### src/rtl/step_sched_if.sv
// Step request/acknowledge handshake between the scheduler
// and the solver step input.
interface step_sched_if;
  logic step_req;
  logic step_ack;

  modport master (
    output step_req,
    input  step_ack
  );

  modport slave (
    input  step_req,
    output step_ack
  );
endinterface

### src/rtl/step_sched.sv
// Programmable clock-enable divider and single-step scheduler
// producing a req/ack step handshake for the knapsack solver.
module step_sched #(
  parameter int unsigned CNT = 5000000,
  parameter int unsigned CW  = 32
) (
  input  logic         clk,
  input  logic         reset,
  input  logic         run_en,
  input  logic [1:0]   div_sel,
  input  logic         step_btn,
  input  logic         missed_clr,
  step_sched_if.master bus,
  output logic         tick,
  output logic         clk_slow,
  output logic [7:0]   missed_cnt,
  output logic [1:0]   state
);

  typedef enum logic [1:0] {
    PAUSE = 2'b00,
    RUN   = 2'b01,
    REQ   = 2'b10
  } st_e;

  localparam logic [CW-1:0] CNT_W = CW'(CNT);

  st_e           st;
  st_e           st_nxt;
  logic [CW-1:0] cnt;
  logic [CW-1:0] per_q;
  logic [CW-1:0] per;
  logic          sync1;
  logic          sync2;
  logic          btn_d;
  logic          btn_pulse;
  logic          active;
  logic          req_q;

  always_ff @(posedge clk or negedge reset) begin
    if (!reset) begin
      sync1     <= 1'b0;
      sync2     <= 1'b0;
      btn_d     <= 1'b0;
      btn_pulse <= 1'b0;
    end else begin
      sync1     <= step_btn;
      sync2     <= sync1;
      btn_d     <= sync2;
      btn_pulse <= sync2 & ~btn_d;
    end
  end

  // New period is picked up straight from div_sel at cnt==0
  assign per    = (cnt == '0) ? (CNT_W >> div_sel) : per_q;
  assign active = run_en && (st != PAUSE);
  assign tick   = active && (cnt == per - CW'(1));

  always_ff @(posedge clk or negedge reset) begin
    if (!reset) begin
      cnt   <= '0;
      per_q <= '0;
    end else begin
      if (cnt == '0)
        per_q <= per;
      if (!active || tick)
        cnt <= '0;
      else
        cnt <= cnt + CW'(1);
    end
  end

  always_comb begin
    st_nxt = st;
    unique case (st)
      PAUSE: begin
        if (btn_pulse)
          st_nxt = REQ;
        else if (run_en)
          st_nxt = RUN;
      end
      RUN: begin
        if (!run_en)
          st_nxt = PAUSE;
        else if (tick)
          st_nxt = REQ;
      end
      REQ: begin
        if (bus.step_ack)
          st_nxt = run_en ? RUN : PAUSE;
      end
      default: st_nxt = PAUSE;
    endcase
  end

  always_ff @(posedge clk or negedge reset) begin
    if (!reset) begin
      st    <= PAUSE;
      req_q <= 1'b0;
    end else begin
      st    <= st_nxt;
      req_q <= (st_nxt == REQ);
    end
  end

  always_ff @(posedge clk or negedge reset) begin
    if (!reset) begin
      clk_slow   <= 1'b0;
      missed_cnt <= 8'd0;
    end else begin
      if (tick)
        clk_slow <= ~clk_slow;
      if (missed_clr)
        missed_cnt <= 8'd0;
      else if (tick && st == REQ && missed_cnt != 8'hFF)
        missed_cnt <= missed_cnt + 8'd1;
    end
  end

  assign bus.step_req = req_q;
  assign state        = st;

endmodule
### src/flat_wrapper.sv
// flat-port wrapper written by rule: the top's interface ports become plain ports
module step_sched_flat 
#(
  parameter int unsigned CNT = 5000000,
  parameter int unsigned CW  = 32
)
  (clk, reset, run_en, div_sel, step_btn, missed_clr, tick, clk_slow, missed_cnt, state, bus_step_req, bus_step_ack);
  step_sched_if bus_i ();
  input  logic clk;
  input  logic reset;
  input  logic run_en;
  input  logic [1:0] div_sel;
  input  logic step_btn;
  input  logic missed_clr;
  output logic tick;
  output logic clk_slow;
  output logic [7:0] missed_cnt;
  output logic [1:0] state;
  output wire logic [$bits(bus_i.step_req)-1:0] bus_step_req;
  input wire logic [$bits(bus_i.step_ack)-1:0] bus_step_ack;
  assign bus_step_req = bus_i.step_req;
  assign bus_i.step_ack = bus_step_ack;
  step_sched #(.CNT(CNT), .CW(CW)) u_core (.clk(clk), .reset(reset), .run_en(run_en), .div_sel(div_sel), .step_btn(step_btn), .missed_clr(missed_clr), .bus(bus_i), .tick(tick), .clk_slow(clk_slow), .missed_cnt(missed_cnt), .state(state));
endmodule
### config.mk
export PLATFORM = sky130hd
export DESIGN_NAME = step_sched_flat
export DESIGN_NICKNAME = d
export VERILOG_FILES = /design/src/rtl/step_sched_if.sv /design/src/rtl/step_sched.sv /design/src/flat_wrapper.sv
export SDC_FILE = /design/constraint.sdc
export NUM_CORES = 1
export LEC_CHECK = 0
export CORE_ASPECT_RATIO = 1.5
export CORE_MARGIN = 2
export CORE_UTILIZATION = 35
export DETAILED_ROUTE_END_ITERATION = 8
export GPL_TIMING_DRIVEN = 1
export HOLD_SLACK_MARGIN = 0.08
export PLACE_DENSITY_LB_ADDON = 0.1
export RECOVER_POWER = 50
export SETUP_SLACK_MARGIN = 0.5
export SYNTH_ARGS = -nofsm -noshare
export SYNTH_HDL_FRONTEND = slang
export SYNTH_SLANG_ARGS = --single-unit
### constraint.sdc
create_clock -name clk -period 10 [get_ports clk]
set_clock_uncertainty 0.05 [all_clocks]
set_input_delay 2 -clock clk [delete_from_list [all_inputs] [get_ports clk]]
set_output_delay 2 -clock clk [all_outputs]
set_load 0.01 [all_outputs]
==> out/summary.txt <==
Yosys top cell by area - dfrtp_1
vias in the first global route - 4,658
Setup Buffers After CTS - 0
WHS - 0.2966 ns
Synth Warn # - 0
crit path DAT - 5.85 ns
Critical Path Source Type - input pin
outcome - finished, violations left
Clock Path Buffers - 2
most instantiated cells after synthesis - 80 x dfrtp_1, 69 x nor2_1, 51 x nand2_1, 39 x xor2_1, 32 x clkbuf_1
gr usage total - 20.70%
largest family of logic cells by synthesized area - simple AND/OR/NAND/NOR gates
RR Startpoint - u_core.cnt[0]
CTS tree - built
HP Class - register to register
Post-synth ARST share - 100.0%
placed cell areas - 0.005649 sq mm
RSZ-0062 raised after global routing - false
Pwr Density - 180.8 mW/mm^2
clk root buf - clkbuf_16
WHS Path Cells - 0
slowest CP cell - or4_4
Area Growth Syn to Fin - 11.30%
initial core utilization - 35.64%
Rows - 55
DR DRC count - 0
Final Cycle Share - 78.95%
Tmin final - 7.895 ns
Mapped Nets - 642
Worst R2R End - u_core.missed_cnt[2]
LEAKAGE - 0.002379 uW
Avg Vias per Cell - 5.694
Max-cap violations - 2
starting DRC count in detailed routing - 293
Worst EP required - 7.95 ns
Yosys cell types - 59
Worst-Skew Late Latency - 0.35 ns
core area - 0.01500 sq mm
Die Width - 104.9 microns
Crit. End Element - output pin
first-pass GRT wire length - 26,020 microns
largest net degree at the start of global routing - 81
clock sink count - 80
syn avg cell area - 8.554 sq um
Sequential Power Share - 38.1%
reg2reg setup slack - 4.59 ns
share of cells above drive strength 1 - 4.968%
cts hold-fix bufs - 0
Primary FF master, synth - dfrtp_1
post-synthesis cell area - 0.005346 sq mm
Cells after Synth - 625
Crit path top cell by count - clkdlybuf4s50_1
routed len/inst - 19.86 microns
switch share - 37.59%
HPWL after detailed placement - 12,150 microns
crit path kind - input pin to output pin
cells along the critical path - clkdlybuf4s50_1, inv_1, ha_1, nor3_1, nand2_1, nor4_1, a21oi_1, a21boi_0, nand4b_1, or4_4, nor4b_4, clkdlybuf4s50_1
CP top delay family - simple AND/OR/NAND/NOR gates
fillers - 1,579
post-synthesis sequential area ratio - 37.44%
number of CTS-inserted buffers - 9
Max-slew headroom - -194.3%
share of the synthesized area in the top cell type - 37.44%
Hold Startpoint - u_core.sync1
hold worst-path end - u_core.sync2
combinational power share - 29.7%
Synth Area in Compound Gates - 11.68%
DRT antenna net count - 0
post-layout instance area - 0.005951 sq mm
Achievable Freq - 126.7 MHz
Clk pwr share - 32.2%
H-tree lvl count - 3
IO Pins - 21
mux share of post-synthesis cell area - 0.9595%
Final TNS setup - 0 ns
P_int - 671.5 uW
Post-synth EDFFs - 0
Critical Path Max Stage Delay - 0.65 ns
Synth Register Bits - 80
worst setup path start - div_sel[0]
hold violation count in the final report - 0
die area - 0.01630 sq mm
XOR/XNOR Fraction of Synth Area - 11.30%
critical path peak fanout - 17
Slew Limit Fails - 125
final setup violation count - 0
total gr overflow - 0
Final Wtd Congestion - 0.9615
Vias - 4,686
initial antenna violation count - 0
Worst-Margin Slew - 4.415 ns
Max VDD drop - 0.00006213 V
Synth Area in Adders - 2.106%
number of gates resized after cts - 0
Worst Path Buf+Inv - 3
Reg clk slew, reported paths - 0.06 ns
synth top area cells - dfrtp_1 37%, xor2_1 6.4%, xnor2_1 4.9%
Post-Synth Simple-Gate Area - 31.92%
Nets - 636
DIE HEIGHT - 155.4 microns
drt pass-1 iters - 6
Psw - 404.4 uW
Port Buf Inserts - 20
failing checks - max-capacitance violations, max-slew violations
Post-Route WL - 16,340 microns
Register-to-Register Path Depth - 17
count leader, synth - dfrtp_1
n_diodes - 0
## registers in the layout (all words and copies together) (netlist names), 2 cells and up
name               cells
u_core.cnt            32
u_core.missed_cnt      8
u_core.per_q          32
u_core.state           2
## metal layers
layer / global-route usage (%) / vias up / part of all wire, %
met1: 23.84 / 2283 / 40
met2: 36.64 / 119 / 51
li1: - / 2239 / -
met5: 0 / - / 0
met4: 12.83 / 0 / 5.5
met3: 2.095 / 45 / 2.7
## cell usage in the layout, fill, tap and decap left out, types with 3 or more instances in the layout
cell type / n
dfrtp_1: 80
nor2_1: 69
nand2_1: 51
xor2_1: 39
xnor2_1: 30
nor4_1: 28
nor3_1: 27
nand3_1: 27
nand4_1: 21
clkdlybuf4s50_1: 18
inv_1: 16
o21ai_0: 15
a21oi_1: 14
or3_1: 11
or4_1: 11
nor2b_1: 10
ha_1: 9
clkbuf_16: 9
and2_0: 8
nand2b_1: 8
o31ai_1: 8
and3_1: 8
and4_1: 7
a31oi_1: 7
a211oi_1: 6
and2_1: 5
nand3b_1: 5
a211o_1: 5
nor4b_1: 4
a32oi_1: 4
mux2i_1: 4
buf_4: 4
nor3b_1: 3
or4_4: 3
o211ai_1: 3
nand4b_1: 3
clkbuf_1: 3
clkinvlp_4: 3
## through the flow
stage | instances | utilization, % | total power [uW] | setup WS, ns
final | 823 | 39.67 | 1076 | 2.105
after CTS | 823 | 39.72 | 1083 | 2.155
after detailed placement | 807 | 37.66 | 731.5 | 2.183
after global placement | 807 | 37.66 | 733.7 | 2.227
after floorplan | 625 | - | 613.5 | 3.273
after global routing | 823 | 39.67 | 1130 | 1.784
## how the worst max path moves through the flow
| stage | depth (start not counted) | slack (ns) | end |
|---|---|---|---|
| final | 12 | 2.10 | tick |
| after global routing | 17 | 1.78 | tick |
| after CTS | 17 | 2.16 | tick |
| after detailed placement | 12 | 2.18 | tick |
| after global placement | 12 | 2.23 | tick |
| after floorplan | 20 | 3.27 | tick |
## cell type report
cell class	instances	area [sq um]	area share, %
Inverter	16	60.06	1.009
Sequential cell	80	2002	33.64
Multi-Input combinational cell	487	3103	52.14
Tap cell	199	249.0	4.184
Clock inverter	4	52.55	0.8831
Clock buffer	12	256.5	4.310
Timing Repair Buffer	25	227.7	3.827
## cell families after synthesis
family          count (synthesis)
simple gates                  315
flops                          80
mux                             5
xor+xnor                       69
fa+ha+maj                       9
compound gates                 89
buf+inv                        58
## power groups by stage
| stage | combinational [uW] | sequential [uW] | clock (uW) |
|---|---|---|---|
| finish | 320 | 409 | 346 |
| global route | 349 | 415 | 366 |
| CTS | 319 | 408 | 356 |
| detailed placement | 319 | 413 | 0 |
| global placement | 320 | 413 | 0 |
| floorplan | 224 | 389 | 0 |
No activity file was read; power rests on OpenSTA's default activity.
